<file path="config.mk">
export PLATFORM = sky130hd
export DESIGN_NAME = branch_flag_unit_flat
export DESIGN_NICKNAME = d
export VERILOG_FILES = /design/src/rtl/cpu_pkg.sv /design/src/rtl/branch_flag_unit_if.sv /design/src/rtl/branch_flag_unit_cond_eval.sv /design/src/rtl/branch_flag_unit.sv /design/src/flat_wrapper.sv
export SDC_FILE = /design/constraint.sdc
export NUM_CORES = 1
export LEC_CHECK = 0
export ABC_AREA = 1
export ABC_CLOCK_PERIOD_IN_PS = 3900
export CAP_MARGIN = 10
export CORE_ASPECT_RATIO = 0.8
export CORE_MARGIN = 2
export CORE_UTILIZATION = 30
export CTS_CLUSTER_SIZE = 28
export DETAILED_ROUTE_END_ITERATION = 10
export PLACE_DENSITY = 0.57
export SLEW_MARGIN = 5
export SYNTH_ARGS = -nofsm -noshare
export SYNTH_HDL_FRONTEND = slang
export SYNTH_HIERARCHICAL = 1
export SYNTH_SLANG_ARGS = --single-unit
</file>
<file path="constraint.sdc">
create_clock -name clk -period 3.9 [get_ports clk]
set_input_delay 0.39 -clock clk [delete_from_list [all_inputs] [get_ports clk]]
set_output_delay 0.39 -clock clk [all_outputs]
set_load 0.03 [all_outputs]
</file>
<file path="src/rtl/cpu_pkg.sv">
// Shared CPU definitions: branch opcodes, LEGv8 condition codes, the
// branch/flag unit state encoding and NZCV bit positions.
package cpu_pkg;

    typedef enum logic [1:0] {
        BR_B    = 2'b00,
        BR_COND = 2'b01,
        BR_CBZ  = 2'b10,
        BR_CBNZ = 2'b11
    } br_op_t;

    typedef enum logic {
        IDLE = 1'b0,
        WAIT = 1'b1
    } bfu_state_t;

    localparam logic [3:0] COND_EQ = 4'h0;
    localparam logic [3:0] COND_NE = 4'h1;
    localparam logic [3:0] COND_HS = 4'h2;
    localparam logic [3:0] COND_LO = 4'h3;
    localparam logic [3:0] COND_MI = 4'h4;
    localparam logic [3:0] COND_PL = 4'h5;
    localparam logic [3:0] COND_VS = 4'h6;
    localparam logic [3:0] COND_VC = 4'h7;
    localparam logic [3:0] COND_HI = 4'h8;
    localparam logic [3:0] COND_LS = 4'h9;
    localparam logic [3:0] COND_GE = 4'hA;
    localparam logic [3:0] COND_LT = 4'hB;
    localparam logic [3:0] COND_GT = 4'hC;
    localparam logic [3:0] COND_LE = 4'hD;
    localparam logic [3:0] COND_AL = 4'hE;
    localparam logic [3:0] COND_NV = 4'hF;

    // Bit positions inside the {N,Z,C,V} register
    localparam int NZCV_N = 3;
    localparam int NZCV_Z = 2;
    localparam int NZCV_C = 1;
    localparam int NZCV_V = 0;

endpackage

</file>
<file path="src/rtl/branch_flag_unit_if.sv">
// Bundle between the pipeline (EX flags, ID branch) and the branch/flag unit.
interface branch_flag_unit_if
    import cpu_pkg::*;
#(
    parameter int CNT_W = 32
);
    logic             ex_valid;
    logic             ex_setFlags;
    logic             alu_zero;
    logic             alu_negative;
    logic             alu_overflow;
    logic             alu_carryOut;
    logic             br_valid;
    br_op_t           br_op;
    logic [3:0]       br_cond;
    logic             rt_zero;
    logic             flush_in;
    logic             stall;
    logic             br_resolved;
    logic             br_taken;
    logic             flush_out;
    logic [3:0]       nzcv;
    logic [CNT_W-1:0] taken_count;
    logic [CNT_W-1:0] stall_count;

    // Pipeline side: drives EX/ID information, consumes decisions
    modport master (
        output ex_valid, ex_setFlags, alu_zero, alu_negative, alu_overflow,
               alu_carryOut, br_valid, br_op, br_cond, rt_zero, flush_in,
        input  stall, br_resolved, br_taken, flush_out, nzcv,
               taken_count, stall_count
    );

    // Unit side
    modport slave (
        input  ex_valid, ex_setFlags, alu_zero, alu_negative, alu_overflow,
               alu_carryOut, br_valid, br_op, br_cond, rt_zero, flush_in,
        output stall, br_resolved, br_taken, flush_out, nzcv,
               taken_count, stall_count
    );
endinterface

</file>
<file path="src/rtl/branch_flag_unit_cond_eval.sv">
// LEGv8 condition-code evaluator: pass=1 when cond holds for the given NZCV.
module cond_eval
    import cpu_pkg::*;
(
    input  logic [3:0] cond,
    input  logic [3:0] nzcv,
    output logic       pass
);
    logic n, z, c, v;

    assign n = nzcv[NZCV_N];
    assign z = nzcv[NZCV_Z];
    assign c = nzcv[NZCV_C];
    assign v = nzcv[NZCV_V];

    // Decode the condition field against the flags
    always_comb begin
        pass = 1'b1;
        case (cond)
            COND_EQ: pass = z;
            COND_NE: pass = !z;
            COND_HS: pass = c;
            COND_LO: pass = !c;
            COND_MI: pass = n;
            COND_PL: pass = !n;
            COND_VS: pass = v;
            COND_VC: pass = !v;
            COND_HI: pass = c & !z;
            COND_LS: pass = !c | z;
            COND_GE: pass = (n == v);
            COND_LT: pass = (n != v);
            COND_GT: pass = !z & (n == v);
            COND_LE: pass = z | (n != v);
            default: pass = 1'b1;   // AL and NV both always taken
        endcase
    end
endmodule

</file>
<file path="src/rtl/branch_flag_unit.sv">
// Latches ALU flags into NZCV, resolves ID-stage branches and inserts a
// single stall when a B.cond depends on a flag-setter still in EX.
module branch_flag_unit
    import cpu_pkg::*;
#(
    parameter int CNT_W = 32
)(
    input  logic               clk,
    input  logic               reset,
    branch_flag_unit_if.slave  bfu
);
    localparam logic [CNT_W-1:0] CNT_MAX = '1;
    localparam logic [CNT_W-1:0] CNT_ONE = {{(CNT_W-1){1'b0}}, 1'b1};

    bfu_state_t       state_q, state_d;
    logic [3:0]       nzcv_q;
    logic [CNT_W-1:0] taken_count_q;
    logic [CNT_W-1:0] stall_count_q;

    logic cond_pass;
    logic hazard;
    logic stall;
    logic resolved;
    logic taken;

    // Single evaluator serves both IDLE and WAIT; in WAIT nzcv_q already
    // holds the producer's flags, so no forwarding path is needed.
    cond_eval u_cond_eval (
        .cond (bfu.br_cond),
        .nzcv (nzcv_q),
        .pass (cond_pass)
    );

    assign hazard = bfu.br_valid && (bfu.br_op == BR_COND) &&
                    bfu.ex_valid && bfu.ex_setFlags && !bfu.flush_in;

    // Branch direction for the opcode in ID
    always_comb begin
        taken = 1'b1;
        case (bfu.br_op)
            BR_B:    taken = 1'b1;
            BR_COND: taken = cond_pass;
            BR_CBZ:  taken = bfu.rt_zero;
            BR_CBNZ: taken = !bfu.rt_zero;
            default: taken = 1'b1;
        endcase
    end

    // Next state and stall/resolve decode
    always_comb begin
        state_d  = IDLE;
        stall    = 1'b0;
        resolved = 1'b0;
        case (state_q)
            IDLE: begin
                stall    = hazard;
                resolved = bfu.br_valid && !bfu.flush_in && !hazard;
                state_d  = hazard ? WAIT : IDLE;
            end
            WAIT: begin
                resolved = bfu.br_valid && !bfu.flush_in;
                state_d  = IDLE;
            end
            default: state_d = IDLE;
        endcase
    end

    // State, flag register and saturating event counters
    always_ff @(posedge clk) begin
        if (reset) begin
            state_q       <= IDLE;
            nzcv_q        <= 4'b0000;
            taken_count_q <= '0;
            stall_count_q <= '0;
        end else begin
            state_q <= state_d;
            if (bfu.ex_valid && bfu.ex_setFlags)
                nzcv_q <= {bfu.alu_negative, bfu.alu_zero,
                           bfu.alu_carryOut, bfu.alu_overflow};
            if (resolved && taken && (taken_count_q != CNT_MAX))
                taken_count_q <= taken_count_q + CNT_ONE;
            if (stall && (stall_count_q != CNT_MAX))
                stall_count_q <= stall_count_q + CNT_ONE;
        end
    end

    assign bfu.stall       = stall;
    assign bfu.br_resolved = resolved;
    assign bfu.br_taken    = taken;
    assign bfu.flush_out   = resolved & taken;
    assign bfu.nzcv        = nzcv_q;
    assign bfu.taken_count = taken_count_q;
    assign bfu.stall_count = stall_count_q;

endmodule

</file>
<file path="src/flat_wrapper.sv">
// flat-port wrapper written by rule: the top's interface ports become plain ports
module branch_flag_unit_flat import cpu_pkg::*;
#(
    parameter int CNT_W = 32
)
  (clk, reset, bfu_ex_valid, bfu_ex_setFlags, bfu_alu_zero, bfu_alu_negative, bfu_alu_overflow, bfu_alu_carryOut, bfu_br_valid, bfu_br_op, bfu_br_cond, bfu_rt_zero, bfu_flush_in, bfu_stall, bfu_br_resolved, bfu_br_taken, bfu_flush_out, bfu_nzcv, bfu_taken_count, bfu_stall_count);
  branch_flag_unit_if #(.CNT_W(CNT_W)) bfu_i ();
  input  logic clk;
  input  logic reset;
  input wire logic [$bits(bfu_i.ex_valid)-1:0] bfu_ex_valid;
  input wire logic [$bits(bfu_i.ex_setFlags)-1:0] bfu_ex_setFlags;
  input wire logic [$bits(bfu_i.alu_zero)-1:0] bfu_alu_zero;
  input wire logic [$bits(bfu_i.alu_negative)-1:0] bfu_alu_negative;
  input wire logic [$bits(bfu_i.alu_overflow)-1:0] bfu_alu_overflow;
  input wire logic [$bits(bfu_i.alu_carryOut)-1:0] bfu_alu_carryOut;
  input wire logic [$bits(bfu_i.br_valid)-1:0] bfu_br_valid;
  input wire logic [$bits(bfu_i.br_op)-1:0] bfu_br_op;
  input wire logic [$bits(bfu_i.br_cond)-1:0] bfu_br_cond;
  input wire logic [$bits(bfu_i.rt_zero)-1:0] bfu_rt_zero;
  input wire logic [$bits(bfu_i.flush_in)-1:0] bfu_flush_in;
  output wire logic [$bits(bfu_i.stall)-1:0] bfu_stall;
  output wire logic [$bits(bfu_i.br_resolved)-1:0] bfu_br_resolved;
  output wire logic [$bits(bfu_i.br_taken)-1:0] bfu_br_taken;
  output wire logic [$bits(bfu_i.flush_out)-1:0] bfu_flush_out;
  output wire logic [$bits(bfu_i.nzcv)-1:0] bfu_nzcv;
  output wire logic [$bits(bfu_i.taken_count)-1:0] bfu_taken_count;
  output wire logic [$bits(bfu_i.stall_count)-1:0] bfu_stall_count;
  assign bfu_i.ex_valid = bfu_ex_valid;
  assign bfu_i.ex_setFlags = bfu_ex_setFlags;
  assign bfu_i.alu_zero = bfu_alu_zero;
  assign bfu_i.alu_negative = bfu_alu_negative;
  assign bfu_i.alu_overflow = bfu_alu_overflow;
  assign bfu_i.alu_carryOut = bfu_alu_carryOut;
  assign bfu_i.br_valid = bfu_br_valid;
  assign bfu_i.br_op = bfu_br_op;
  assign bfu_i.br_cond = bfu_br_cond;
  assign bfu_i.rt_zero = bfu_rt_zero;
  assign bfu_i.flush_in = bfu_flush_in;
  assign bfu_stall = bfu_i.stall;
  assign bfu_br_resolved = bfu_i.br_resolved;
  assign bfu_br_taken = bfu_i.br_taken;
  assign bfu_flush_out = bfu_i.flush_out;
  assign bfu_nzcv = bfu_i.nzcv;
  assign bfu_taken_count = bfu_i.taken_count;
  assign bfu_stall_count = bfu_i.stall_count;
  branch_flag_unit #(.CNT_W(CNT_W)) u_core (.clk(clk), .reset(reset), .bfu(bfu_i));
endmodule
</file>
==> results of run 1 <==
[routing by layer]
metal	vias up	GRT usage	wire, µm	part of all wire
met4	0	0.0497	166	0.012
met3	14	0.0421	1060	0.076
met2	152	0.238	5350	0.38
met1	2191	0.271	7500	0.53
met5	-	0	0	0
li1	2598	-	-	-
[state kept, by name, indices dropped and copies added (netlist names)]
name / count
u_core/bfu.stall_count: 32
u_core/bfu.taken_count: 32
u_core/bfu.nzcv: 4
u_core/state_q: 1
[area by class of cell]
type                       instances  area [µm²]  area share
tap                              210         263      0.0437
clock inverter                     1        5.00    0.000833
timing repair buffer              91         898       0.150
clock buffer                      14         274      0.0456
inverter                          67         251      0.0419
multi-input combinational        628        2940       0.489
sequential                        69        1380       0.230
[worst max path at each step]
stage | startpoint | end | slack, ns
floorplan | u_core/bfu.nzcv[0] | u_core/bfu.taken_count[16] | 1.56
detailed placement | bfu_br_cond[3] | bfu_flush_out | 0.95
global placement | bfu_br_cond[1] | bfu_flush_out | 0.94
CTS | bfu_br_cond[3] | bfu_flush_out | 0.93
global route | bfu_br_cond[3] | bfu_flush_out | 0.73
finish | bfu_br_cond[1] | bfu_flush_out | 0.95
[worst max-delay path: cells and delay by family]
family / cells / cell delay, ns
AO/OA/AOI/OAI: 1 / 0.06
AND/OR/NAND/NOR: 8 / 0.68
buffers and inverters: 3 / 1.41
[power by group through the flow]
stage	Sequential (mW)	Clock, mW	Combinational (mW)
after global placement	0.731	0	0.120
after floorplan	0.738	0	0.0660
after global routing	0.716	0.845	0.131
after detailed placement	0.731	0	0.119
final	0.716	0.783	0.119
after CTS	0.716	0.816	0.120
[stage by stage]
step / area (µm²) / hold slack [ns]
floorplan: 4690 / 0.554
detailed placement: 5730 / 0.509
finish: 6010 / 0.521
global route: 6010 / 0.552
CTS: 6010 / 0.523
global placement: 5730 / 0.513
[cells in the final DEF (no fill, tap or decap)]
cell / instances
a21oi_2: 20
nand2_1: 294
buf_2: 1
xor2_1: 17
clkinv_2: 1
ha_1: 2
nand4_1: 10
nand3b_1: 1
a31oi_1: 1
clkbuf_16: 9
clkdlybuf4s50_1: 87
buf_4: 3
inv_2: 3
nor2_2: 7
nand2_4: 5
o21bai_1: 3
clkbuf_1: 2
a21oi_1: 33
nor3_1: 5
dfxtp_1: 69
o21ai_0: 10
inv_1: 64
clkbuf_8: 3
nand3_1: 39
xnor2_1: 11
nor2_8: 1
nor2_1: 140
nand2_2: 24
nor2_4: 5
[cells by family after synthesis]
logic type      after synthesis
xor+xnor                     28
buf+inv                      84
simple gates                531
compound gates               67
flops                        69
fa+ha+maj                     2
==> impl_metrics.ini, run 1 <==
[cells_and_area]
diodes = 0
area.growth.synth_to_final_pct = 28.2
drive_gt1_frac = 0.0943
finalNetCount = 885
instances_no_fill = 1080
fin_util = 0.396
fill_cells = 1645

[power]
power.density_mw_per_mm2 = 269
total_power_mw = 1.62
switchingPower_uw = 386
cell_internal_pwr_mw = 1.23
vdd.ir_drop.worst_v = 0.000203
combPwrFrac = 0.073
power.leakage_nw = 2.10
p_seq_frac = 0.443
switching_share = 0.238
pwr-share-clk = 0.484

[grt]
grt_pass1_vias = 4393
antenna_found_initial = 0
overflow = 0
grt_max_degree = 54
grt_use_total = 0.176
grt_pass1_wl_um = 22900

[worst_setup_path]
crit_chain = clkdlybuf4s50_1, inv_2, nand2_1, a21oi_1, nor2_1, nor2_1, nand2_1, nand2_1, nand3_1, nand2_1, nor2_2, clkdlybuf4s50_1
path_class = input port to output port
end_kind = output port
worst_r2r_startpoint = u_core/bfu.stall_count[0]
r2r.worst_path.cells = 10
cp_max_fo = 7
reg2reg_setup_slack_ns = 1.39
cp_slowest_cell = clkdlybuf4s50_1
regToRegEndpoint = u_core/bfu.stall_count[6]
critical-path-max-stage-delay_ns = 0.72
cp-start-kind = input port
cp_common_cell = nand2_1
cp_data_arrival_time_ns = 2.56
crit_required_ns = 3.51

[synth]
syn-cell-area_mm2 = 0.00469
syn-num-nets = 800
synth_most_common_cell = nand2_1
synth-edff-count = 0
yosys.area_share.simple = 0.479
synthAdderAreaFrac = 0.00534
ys.warnings.count = 6
synth_mux_area_frac = 0
yosysTopAreaCell = dfxtp_1
synth_top_family_by_area = simple AND/OR/NAND/NOR gates
syn_avg_cell_area_um2 = 6.00
synth_top_area_share = 0.295
synth_area_leaders = dfxtp_1 29%, nand2_1 24%, nor2_1 11%
synthArstFlopShare = 0
yosysSeqAreaShare = 0.295
synth-compound-area-share = 0.0894
synth_flop_cell = dfxtp_1
synthXorXnorAreaFrac = 0.0523
ys_ff_latch = 69
yosysUniqueCellTypes = 29
yosys-top-cells-count = 294 x nand2_1, 140 x nor2_1, 69 x dfxtp_1, 64 x inv_1, 39 x nand3_1
synthCells = 781

[route]
vias = 4955
routed_via_density = 4.59
drc = 0
routed_wirelength_um = 14100
antenna_left = 0
drt_iter0_drc = 362
avgRoutedWirePerCell_um = 13.0
drt_pass1_iterations = 5

[status]
status = complete, no violations

[flow_run]
drv_cap = 0

[placed_design]
dp_hpwl_um = 10400
dp_cells = 1065
post-place-ws_ns = 0.948
io_buffers = 88
gp_congestion = 0.894

[timing]
finalWorstPathRequiredPeriod_ns = 2.95
drv_slew = 0
rsz0062_at_grt = false
finalCritPeriodShare = 0.755
relSlewSlack = 0.490
tns_ns = 0
setup_viol = 0
worstMarginPinSlew_ns = 0.766
fmax_ghz = 0.339
setup_slack_ns = 0.954
fin_skew_ns = 0.00765
timing_hold_violations_final = 0

[clock_network]
root_buffer = clkbuf_16
cts-htree-levels = 3
cts_buffers = 9
cts_num_sinks = 69
cts_tree = done
cts_setup_buffers = 0
ctsResizeCount = 0
clk_pin_slew_ns = 0.05
clk_latency_ns = 0.34
cts_max_path_buffers = 2
cts-hold-fix-buffers = 0

[min_path]
hold_class = flop to flop
holdPathEnd = u_core/bfu.taken_count[31]
worstHoldPathCells = 2
hp-start = u_core/bfu.taken_count[31]

[floorplanning]
placementRows = 40
start_util = 0.309
core_mm2 = 0.0152
die_x_um = 144
io_pins = 89
die-area_mm2 = 0.0166
die_y_um = 116
Power figures use the tool's default switching activity.
==> inputs of run 2 (changes only) <==
--- a/config.mk
+++ b/config.mk
@@ -6,14 +6,14 @@
 export NUM_CORES = 1
 export LEC_CHECK = 0
 export ABC_AREA = 1
-export ABC_CLOCK_PERIOD_IN_PS = 3900
+export ABC_CLOCK_PERIOD_IN_PS = 2700
 export CAP_MARGIN = 10
 export CORE_ASPECT_RATIO = 0.8
 export CORE_MARGIN = 2
 export CORE_UTILIZATION = 30
 export CTS_CLUSTER_SIZE = 28
 export DETAILED_ROUTE_END_ITERATION = 10
-export PLACE_DENSITY = 0.57
+export PLACE_DENSITY = 0.59
 export SLEW_MARGIN = 5
 export SYNTH_ARGS = -nofsm -noshare
 export SYNTH_HDL_FRONTEND = slang
==> constraint.sdc (replaced) <==
create_clock -name clk -period 2.7 [get_ports clk]
set_input_delay 0.27 -clock clk [delete_from_list [all_inputs] [get_ports clk]]
set_output_delay 0.27 -clock clk [all_outputs]
set_load 0.03 [all_outputs]
==> run 2 against run 1 <==
Core utilization grew 0.45 points; clock power rose by 60%; sequential power grew 44%; sequential share of layout area fell by 0.26 points; wire length is 0.53% higher; highest routed layer unchanged; clock skew decreased by 0.00095 ns; largest power group unchanged; worst hold slack got worse by 0.021 ns.
==> impl_metrics.ini, run 2 (same netlist as run 1, synthesis figures left out) <==
[grt]
grt_util_met3 = 0.0417
grt_pass1_vias = 4401
overflow = 0
grtUsageMet1 = 0.264
met2_usage = 0.236
antenna_found_initial = 0
grt_max_degree = 54
grt_busiest_layer = met1
grt_use_total = 0.173
grt_pass1_wl_um = 22500

[placed_design]
dp_hpwl_um = 10300
io_buffers = 88
gp_congestion = 0.921
post-place-ws_ns = 0.169
dp_cells = 1068

[timing]
drv_slew = 0
setup_viol = 0
relSlewSlack = 0.513
fin_skew_ns = 0.00670
finalWorstPathRequiredPeriod_ns = 2.48
fmax_ghz = 0.404
tns_ns = 0
setup_slack_ns = 0.223
finalCritPeriodShare = 0.917
timing_hold_violations_final = 0
hold_ws_ns = 0.500
rsz0062_at_grt = false
worstMarginPinSlew_ns = 0.730

[route]
drt_pass1_iterations = 5
routed_wirelength_um = 14100
avgRoutedWirePerCell_um = 13.0
drt_iter0_drc = 270
drc = 0
vias = 4977
routed_via_density = 4.59
antenna_left = 0

[cells_and_area]
mostFrequentLayoutCell = nand2_1
fin_util = 0.401
instances_no_fill = 1084
drive_gt1_frac = 0.101
diodes = 0
area.growth.synth_to_final_pct = 29.6
finalNetCount = 888
layout_common_cells = 294 x nand2_1, 140 x nor2_1, 85 x clkdlybuf4s50_1

[status]
status = complete, no violations

[worst_setup_path]
cp_common_cell = nand2_1
critPathLaunch = bfu_br_cond[1]
crit_chain = clkdlybuf4s50_1, inv_2, nand2_1, a21oi_1, nor2_1, nor2_1, nand2_1, nand2_1, nand3_1, nand2_1, nor2_2, buf_4, buf_4
cp-start-kind = input port
critical-path-max-stage-delay_ns = 0.62
path_delay_family = buffers and inverters
regToRegEndpoint = u_core/bfu.stall_count[3]
end_kind = output port
r2r.worst_path.cells = 10
cp_data_arrival_time_ns = 2.21
cp_max_fo = 8
reg2reg_setup_slack_ns = 0.47
path_class = input port to output port
worst_r2r_startpoint = u_core/bfu.stall_count[1]
cp_slowest_cell = clkdlybuf4s50_1
worstPathBufferInverterCount = 4
crit_required_ns = 2.43

[clock_network]
clk_pin_slew_ns = 0.06
cts_buffers = 9
cts-hold-fix-buffers = 0
clk_latency_ns = 0.34
root_buffer = clkbuf_16
cts_num_sinks = 69
cts_tree = done
cts_max_path_buffers = 2
cts-htree-levels = 3

[floorplanning]
core_mm2 = 0.0152
die-area_mm2 = 0.0166
die_y_um = 116
die_x_um = 144
placementRows = 40
io_pins = 89
start_util = 0.309

[power]
vdd.ir_drop.worst_v = 0.000276
power.density_mw_per_mm2 = 404
power.leakage_nw = 2.14

[min_path]
worstHoldPathCells = 4
holdPathEnd = u_core/bfu.stall_count[21]
hold_class = input port to flop
hp-start = reset

[flow_run]
drv_cap = 0
run 2: per-stage QoR:
| step | total power, mW | instance area [µm²] |
|---|---|---|
| after global routing | 2.56 | 6080 |
| after CTS | 2.51 | 6070 |
| final | 2.46 | 6080 |
| after detailed placement | 1.23 | 5760 |
| after floorplan | 1.16 | 4690 |
| after global placement | 1.23 | 5760 |
run 2: area by class of cell:
| cell class | count | area (µm²) |
|---|---|---|
| timing repair buffer | 94 | 933 |
| clock buffer | 13 | 270 |
| clock inverter | 3 | 42.5 |
| tap | 210 | 263 |
| sequential | 69 | 1380 |
| multi-input combinational | 628 | 2940 |
| fill | 1621 | 9090 |
| inverter | 67 | 251 |
run 2: worst register-to-register path, cell delays in order, from the launching register on:
cell and delay, ns:
dfxtp_1 0.41, ha_1 0.25, inv_1 0.10, nor2_4 0.23
nand2_4 0.13, nor2_8 0.19, nand2_4 0.09, nand2_4 0.20
inv_2 0.26, nand2_1 0.16, a21oi_1 0.07
run 2: metal layers:
metal | part of all wire | wire length, µm
met5 | 0 | 0
met4 | 0.0092 | 130
met3 | 0.067 | 950
met2 | 0.38 | 5440
met1 | 0.54 | 7620
run 2: how the worst max path moves through the flow:
| stage | endpoint | cells past startpoint | slack [ns] |
|---|---|---|---|
| CTS | bfu_br_taken | 12 | 0.16 |
| floorplan | u_core/bfu.taken_count[16] | 15 | 0.36 |
| detailed placement | bfu_br_taken | 12 | 0.17 |
| global placement | bfu_br_taken | 12 | 0.17 |
| finish | bfu_flush_out | 13 | 0.22 |
| global route | bfu_flush_out | 13 | 0.03 |
run 2: repair_timing:
action,CTS,global route
endpoints found under the hold margin,0,0
setup buffers,0,0
resized for setup,0,1
setup endpoints to repair,0,1
run 2: power breakdown:
group | switching (mW) | internal (mW)
Clock | 0.459 | 0.790
Sequential | 0.00843 | 1.02
Combinational | 0.108 | 0.0661
